`config.mk`:
```
export PLATFORM = sky130hd
export DESIGN_NAME = multicycle_control
export DESIGN_NICKNAME = d
export VERILOG_FILES = /design/src/rtl/multicycle_control_pkg.sv /design/src/rtl/multicycle_control_decode.sv /design/src/rtl/multicycle_control.sv
export SDC_FILE = /design/constraint.sdc
export NUM_CORES = 1
export LEC_CHECK = 0
export CORE_MARGIN = 2
export CORE_UTILIZATION = 36
export DETAILED_ROUTE_END_ITERATION = 12
export PLACE_DENSITY = 0.65
export SYNTH_ARGS = -nofsm -noshare
export SYNTH_HDL_FRONTEND = slang
export SYNTH_SLANG_ARGS = --single-unit
```
`constraint.sdc`:
```
create_clock -name clk -period 9.1 [get_ports clk]
set_input_delay 2.73 -clock clk [delete_from_list [all_inputs] [get_ports clk]]
set_output_delay 2.73 -clock clk [all_outputs]
set_load 0.01 [all_outputs]
```
`src/rtl/multicycle_control_pkg.sv`:
```
// Shared definitions for the multi-cycle control FSM: opcodes, ALU/SP op codes,
// state encoding and the packed control vector driven onto the datapath.
package multicycle_control_pkg;

    localparam logic [4:0] OP_RTYPE = 5'b00000;
    localparam logic [4:0] OP_ADDI  = 5'b00001;
    localparam logic [4:0] OP_LD    = 5'b00010;
    localparam logic [4:0] OP_ST    = 5'b00011;
    localparam logic [4:0] OP_BZ    = 5'b00100;
    localparam logic [4:0] OP_BNZ   = 5'b00101;
    localparam logic [4:0] OP_J     = 5'b00110;
    localparam logic [4:0] OP_CALL  = 5'b00111;
    localparam logic [4:0] OP_RET   = 5'b01000;
    localparam logic [4:0] OP_PUSH  = 5'b01001;
    localparam logic [4:0] OP_POP   = 5'b01010;
    localparam logic [4:0] OP_HALT  = 5'b11111;

    localparam logic [3:0] ALU_ADD = 4'd0;
    localparam logic [3:0] ALU_SUB = 4'd1;
    localparam logic [3:0] SP_ADD  = 4'd0;
    localparam logic [3:0] SP_SUB  = 4'd1;

    typedef enum logic [3:0] {
        S_FETCH, S_DECODE, S_EXEC, S_MEM, S_WB, S_JMP, S_STK_MEM, S_STK_UPD, S_HALT
    } state_t;

    typedef struct packed {
        logic       pc_write;
        logic       ir_write;
        logic       reg_write;
        logic       reg_dst;
        logic       alu_src;
        logic       mem_to_reg;
        logic       jump;
        logic       b_and_z;
        logic       pc_op;
        logic       addr_op;
        logic       a_op2;
        logic       write_data_op;
        logic       wd_op2;
        logic       mem_read;
        logic       mem_write;
        logic       sp_write;
        logic [3:0] alu_op;
        logic [3:0] sp_op;
        logic       halted;
    } ctrl_t;

    function automatic logic is_defined(input logic [4:0] op);
        case (op)
            OP_RTYPE, OP_ADDI, OP_LD, OP_ST, OP_BZ, OP_BNZ, OP_J,
            OP_CALL, OP_RET, OP_PUSH, OP_POP, OP_HALT: is_defined = 1'b1;
            default:                                   is_defined = 1'b0;
        endcase
    endfunction

endpackage

```
`src/rtl/multicycle_control_decode.sv`:
```
// Combinational decoder: current state plus latched opcode/funct to the full
// datapath control vector. Anything not asserted here stays 0.
module ctrl_decode
    import multicycle_control_pkg::*;
#(
    parameter int OPW = 5,
    parameter int FNW = 4
) (
    input  state_t         state,
    input  logic [OPW-1:0] opc,
    input  logic [FNW-1:0] fn,
    input  logic           zero,
    output ctrl_t          ctrl
);

    always_comb begin
        ctrl = '0;
        case (state)
            S_FETCH: begin
                ctrl.ir_write = 1'b1;
                ctrl.pc_write = 1'b1;
            end
            S_EXEC: begin
                ctrl.alu_src = !(opc == OP_RTYPE || opc == OP_BZ || opc == OP_BNZ);
                if (opc == OP_RTYPE)
                    ctrl.alu_op = fn;
                else if (opc == OP_BZ || opc == OP_BNZ)
                    ctrl.alu_op = ALU_SUB;
                else
                    ctrl.alu_op = ALU_ADD;
                // Branch condition is resolved here and committed straight to the PC.
                if (opc == OP_BZ) begin
                    ctrl.b_and_z  = zero;
                    ctrl.pc_write = 1'b1;
                end else if (opc == OP_BNZ) begin
                    ctrl.b_and_z  = !zero;
                    ctrl.pc_write = 1'b1;
                end
            end
            S_MEM: begin
                ctrl.mem_read  = (opc == OP_LD);
                ctrl.mem_write = (opc == OP_ST);
            end
            S_WB: begin
                ctrl.reg_write  = 1'b1;
                ctrl.mem_to_reg = (opc == OP_LD);
                ctrl.reg_dst    = (opc == OP_RTYPE);
            end
            S_JMP: begin
                ctrl.jump     = 1'b1;
                ctrl.pc_write = 1'b1;
            end
            S_STK_MEM: begin
                ctrl.addr_op = 1'b1;
                case (opc)
                    OP_PUSH: begin
                        ctrl.sp_op     = SP_SUB;
                        ctrl.mem_write = 1'b1;
                    end
                    OP_CALL: begin
                        // Pushes the return PC rather than a register value.
                        ctrl.sp_op         = SP_SUB;
                        ctrl.mem_write     = 1'b1;
                        ctrl.write_data_op = 1'b1;
                    end
                    OP_POP, OP_RET: begin
                        ctrl.sp_op    = SP_ADD;
                        ctrl.a_op2    = 1'b1;
                        ctrl.mem_read = 1'b1;
                    end
                    default: ;
                endcase
            end
            S_STK_UPD: begin
                ctrl.sp_write = 1'b1;
                case (opc)
                    OP_CALL: begin
                        ctrl.jump     = 1'b1;
                        ctrl.pc_write = 1'b1;
                    end
                    OP_RET: begin
                        ctrl.pc_op    = 1'b1;
                        ctrl.pc_write = 1'b1;
                    end
                    OP_POP: begin
                        ctrl.reg_write  = 1'b1;
                        ctrl.mem_to_reg = 1'b1;
                    end
                    default: ;
                endcase
            end
            S_HALT: ctrl.halted = 1'b1;
            default: ;
        endcase
    end

endmodule

```
`src/rtl/multicycle_control.sv`:
```
// Multi-cycle control FSM: sequences fetch/decode/execute/memory/writeback and
// stack operations, with a bounded memory handshake that halts on timeout.
module multicycle_control
    import multicycle_control_pkg::*;
#(
    parameter int OPW     = 5,
    parameter int FNW     = 4,
    parameter int MAXWAIT = 15
) (
    input  logic           clk,
    input  logic           reset,
    input  logic [OPW-1:0] opcode,
    input  logic [FNW-1:0] funct,
    input  logic           zero,
    input  logic           memReady,
    output logic           pcWrite,
    output logic           irWrite,
    output logic           regWrite,
    output logic           regDst,
    output logic           aluSrc,
    output logic           memToReg,
    output logic           jump,
    output logic           bAndZ,
    output logic           pcOp,
    output logic           addrOp,
    output logic           aOp2,
    output logic           writeDataOp,
    output logic           wdOp2,
    output logic           memRead,
    output logic           memWrite,
    output logic           spWrite,
    output logic [3:0]     aluOp,
    output logic [3:0]     spOp,
    output logic           halted,
    output logic           illegal
);

    localparam int WCW = $clog2(MAXWAIT + 1);

    state_t         state, state_nx;
    logic [OPW-1:0] opc;
    logic [FNW-1:0] fn;
    logic [WCW-1:0] waitcnt;
    logic           illegal_r;
    logic           mem_state, mem_enter, timeout;
    ctrl_t          ctrl, ctrl_gated;

    assign mem_state = (state == S_MEM) || (state == S_STK_MEM);
    assign mem_enter = ((state_nx == S_MEM) || (state_nx == S_STK_MEM)) && !mem_state;
    assign timeout   = mem_state && !memReady && (waitcnt == WCW'(MAXWAIT - 1));

    always_comb begin
        state_nx = state;
        case (state)
            S_FETCH:  state_nx = S_DECODE;
            S_DECODE: begin
                case (opcode)
                    OP_RTYPE, OP_ADDI, OP_LD, OP_ST, OP_BZ, OP_BNZ: state_nx = S_EXEC;
                    OP_J:                                  state_nx = S_JMP;
                    OP_PUSH, OP_CALL, OP_POP, OP_RET:      state_nx = S_STK_MEM;
                    OP_HALT:                               state_nx = S_HALT;
                    default:                               state_nx = S_FETCH;
                endcase
            end
            S_EXEC: begin
                if (opc == OP_LD || opc == OP_ST)
                    state_nx = S_MEM;
                else if (opc == OP_RTYPE || opc == OP_ADDI)
                    state_nx = S_WB;
                else
                    state_nx = S_FETCH;
            end
            S_MEM: begin
                if (memReady)
                    state_nx = (opc == OP_LD) ? S_WB : S_FETCH;
                else if (timeout)
                    state_nx = S_HALT;
            end
            S_STK_MEM: begin
                if (memReady)
                    state_nx = S_STK_UPD;
                else if (timeout)
                    state_nx = S_HALT;
            end
            S_WB, S_JMP, S_STK_UPD: state_nx = S_FETCH;
            S_HALT:   state_nx = S_HALT;
            default:  state_nx = S_FETCH;
        endcase
    end

    always_ff @(posedge clk) begin
        if (reset) begin
            state     <= S_FETCH;
            opc       <= '0;
            fn        <= '0;
            waitcnt   <= '0;
            illegal_r <= 1'b0;
        end else begin
            state <= state_nx;
            if (state == S_DECODE) begin
                opc <= opcode;
                fn  <= funct;
                if (!is_defined(opcode))
                    illegal_r <= 1'b1;
            end
            if (mem_enter)
                waitcnt <= '0;
            else if (mem_state && !memReady)
                waitcnt <= waitcnt + WCW'(1);
            if (timeout)
                illegal_r <= 1'b1;
        end
    end

    ctrl_decode #(.OPW(OPW), .FNW(FNW)) u_decode (
        .state (state),
        .opc   (opc),
        .fn    (fn),
        .zero  (zero),
        .ctrl  (ctrl)
    );

    // Reset masks the whole vector immediately so an in-flight access drops its strobes.
    assign ctrl_gated  = reset ? '0 : ctrl;

    assign pcWrite     = ctrl_gated.pc_write;
    assign irWrite     = ctrl_gated.ir_write;
    assign regWrite    = ctrl_gated.reg_write;
    assign regDst      = ctrl_gated.reg_dst;
    assign aluSrc      = ctrl_gated.alu_src;
    assign memToReg    = ctrl_gated.mem_to_reg;
    assign jump        = ctrl_gated.jump;
    assign bAndZ       = ctrl_gated.b_and_z;
    assign pcOp        = ctrl_gated.pc_op;
    assign addrOp      = ctrl_gated.addr_op;
    assign aOp2        = ctrl_gated.a_op2;
    assign writeDataOp = ctrl_gated.write_data_op;
    assign wdOp2       = ctrl_gated.wd_op2;
    assign memRead     = ctrl_gated.mem_read;
    assign memWrite    = ctrl_gated.mem_write;
    assign spWrite     = ctrl_gated.sp_write;
    assign aluOp       = ctrl_gated.alu_op;
    assign spOp        = ctrl_gated.sp_op;
    assign halted      = ctrl_gated.halted;
    assign illegal     = !reset && illegal_r;

endmodule
```
==> results of run 1 <==
-- tightest hold or removal path: stages, from the launching register on --
cell     delay (ns)
dfxtp_1        0.31
nand2_1        0.05
a21oi_1        0.05
-- flip-flops by register name, indices dropped and copies added (netlist names) --
name / flops
waitcnt: 4
state: 4
fn: 4
illegal_r: 1
opc: 5
-- layout by cell type (no fill, tap or decap), types with 5 or more instances in the layout --
master            n
a21oi_1          18
and3_1            7
clkdlybuf4s50_1  34
dfxtp_1          18
inv_1             5
nand2_1          25
nor2_1           18
nor3_1           11
nor4_1            6
-- final cells by class --
cell class / instances / area (µm²)
fill: 387 / 1917
clock buffer: 4 / 55.05
tap: 48 / 60.06
sequential: 18 / 360.3
timing repair buffer: 35 / 347.8
inverter: 5 / 18.77
multi-input combinational: 152 / 902.1
-- through the flow --
stage / cells / util, % / instance area, µm² / power [W] / hold WS (ns)
after global placement: 258 / 46.14 / 1689 / 0.0001410 / 0.4404
final: 262 / 47.64 / 1744 / 0.0002035 / 0.4499
after CTS: 262 / 47.64 / 1744 / 0.0002063 / 0.4541
after global routing: 262 / 47.64 / 1744 / 0.0002177 / 0.4783
after detailed placement: 258 / 46.14 / 1689 / 0.0001412 / 0.4458
after floorplan: 192 / - / 1376 / 0.0001259 / 0.4318
-- report_power, final --
part           internal (W)  switching, W   total, W
clock network     0.0000384     0.0000257  0.0000641
logic             0.0000214     0.0000245  0.0000459
registers         0.0000837    0.00000979  0.0000935
total              0.000143     0.0000600   0.000203
-- path summary, 6_finish.rpt --
| kind | depth (start not counted) | start | slack (ns) | end |
|---|---|---|---|---|
| worst max-delay path | 5 | reset | 0.89 | aluOp[1] |
| worst min-delay path | 2 | fn[1] | 0.45 | fn[1] |
| worst max register to register | 5 | state[0] | 6.94 | waitcnt[1] |
| worst min register to register | 2 | fn[1] | 0.45 | fn[1] |
-- logic make-up (layout without fill, tap and decap cells) --
group           after synthesis  after routing  synth area share (%)
simple gates                100            100                 40.06
compound gates               39             39                 18.33
buf+inv                      22             44                 8.340
flops                        18             18                 26.40
xor+xnor                      5              5                 3.208
fa+ha+maj                     2              2                 1.833
mux                           2              2                 1.558
other cells                   1              4                0.2747
-- per-layer routing --
metal | vias up | GRT usage [%] | routed length [µm]
li1 | 726 | - | -
met1 | 606 | 23.01 | 1671
met2 | 44 | 28.32 | 1509
met3 | 4 | 2.568 | 178
met4 | 0 | 5.469 | 29
met5 | - | 0 | 0
==> results, run 1 <==
- By area the synthesized netlist is led by dfxtp_1 (26%), nand2_1 (6.9%), a21oi_1 (6.6%), nor2_1 (4.9%), nor3_1 (4.0%).
- The critical path data required time is 6.37 ns.
- TritonCTS built the clock tree.
- The most used flip-flop cell after synthesis is dfxtp_1.
- The tool flagged a number of max-cap violations equal to 0.
- The longest clock path from root to sink contains 2 buffers.
- The kind of end point of the critical path is a primary output.
- The placer's final routability congestion estimate is 0.8663.
- The die covers 0.004300 mm².
- The initial utilization of the core area, before any placement, comes to 37.29%.
- Setup total negative slack on the finished layout was measured at 0 ns.
- The count of clock tree sinks is 18.
- Buffers inserted during clock tree synthesis total 3.
- The later-pin clock latency in the skew report is 0.25 ns.
- The final number of max-transition violations is 0.
- Across the VDD grid, the largest voltage drop is 0.00005947 V.
- Clock-pin slew was measured on the worst setup and hold paths at 0.07 ns.
- The number of antenna violations at the first check in global routing is 0.
- The final route contains 1,380 vias.
- Summed over all instances, the cell type with the most area after synthesis is dfxtp_1.
- The global-route wire length before repair is 5865 µm.
- Counting flops with a built-in enable in the synthesized netlist gives 0.
- The start-to-end type of the worst setup path is in2out.
- The clock root buffer is clkbuf_8.
- The routed design could run at a clock period as short as 8.213 ns.
- The area of the core region is 0.003661 mm².
- Static timing analysis puts the maximum clock frequency at 121.8 MHz.
- At the worst endpoint, the arrival time is 5.48 ns.
- The antenna diode instance count is 0.
- The number of input and output port buffers inserted is 34.
- Among the stages of the critical path, the cell type that occurs most often is clkdlybuf4s50_1.
- The largest delay contributor family on the critical path is simple AND/OR/NAND/NOR gates.
- The row count is 22.
- In this run the number of H-tree levels came out at 1.
- The area growth from synthesis to layout is 27.77%.
- The maximum number of pins on one net before global-route repair is 17.
- Setup repair after global routing left no endpoint under its margin.
- The number of buffers and inverters on the critical path is 2.
- The cts-stage hold buffer count is 0.
- The area of the mapped netlist is 0.001365 mm².
- Setup slack on the critical path of the routed design comes to 0.8874 ns.
- Dividing the detail-routed wire length by the instance count gives 12.93 µm.
- Counting instances in the post-synthesis netlist gives the leading cell types as nand2_1 (25), a21oi_1 (18), dfxtp_1 (18), nor2_1 (18), nor3_1 (11).
- The number of flip-flops and latches in the synthesized netlist is 18.
- For this design, the slowest cell found on the critical path is clkdlybuf4s50_1.
- Before CTS, the worst setup slack after placement is 0.9060 ns.
- The number of iterations in the first detailed-routing pass is 4.
- The peak per-stage delay on the critical path is 0.67 ns.
- The number of warnings printed during yosys synthesis is 0.
- The total leakage power is 0.6298 nW.
- The mean area per synthesized cell is 7.223 µm².
- The worst min-delay path class is reg2reg.
- The run finished with clean final reports.
- For this run, design rule violations remaining after detail routing come to 0.
- The pin slew with the least headroom to its limit is 0.8576 ns.
- The number of nets with antenna violations after detailed routing is 0.
- The per-cell via count in the routed design is 5.267.
- For this run the aggregate overflow at the end of global routing stands at 0.
- The dominant cell by count in the synthesized netlist is nand2_1.
- The die is 65.58 µm wide.
- The post-layout net count is 230.
- The number of setup buffers added after CTS is 0.
- Measured along the y axis, the die boundary spans 65.58 µm.
- Of the cells placed in the final design, the portion with a size suffix greater than 1 is 6.075%.
- The critical path goes through clkdlybuf4s50_1, or4_4, nor4_1, and3_1, clkdlybuf4s50_1.
- 39 I/O pins were placed.
- After synthesis, the share of flip-flops with an asynchronous set or reset is 0%.
- Of the available clock period, the critical path in the final layout requires 90.25%.
- After the first detailed-routing iteration, the DRC count stood at 62.
- The number of global-route vias before repair is 1,281.
- Setup violations remaining at the end of the flow were counted as 0.
- The hold violation count in the final report came to 0.
- Across the routed clock network, the largest skew measured is 0.001988 ns.
- The routed wire length is 3388 µm.
- The total power per unit cell area is 116.7 mW/mm².
- The synthesized netlist contains 53 unique library cells.
- Measured against its own limit, the worst slew margin works out to 42.30%.
- The half-perimeter wire length after placement is 2502 µm.
- The post-cts resize count is 0.
- The post-synthesis instance total is 189.
- The share of the Yosys chip area taken by registers is 26.40%.
- The worst setup path is launched from an input pin.
- In the global route stage, overall resource usage came out at 17.19%.
- Summed over its instances, the top area cell type makes up 26.40% of the synthesized netlist area.
- Along the worst path, the maximum fanout reaches 14.
(Power assumes the default switching activity.)
==> inputs of run 2 (changes only) <==
Settings changed: CTS_CLUSTER_SIZE from default to 14, GPL_ROUTABILITY_DRIVEN from default to 0.
==> results of run 2 <==
No change in the layout: final DEF, timing and power equal those of run 1.
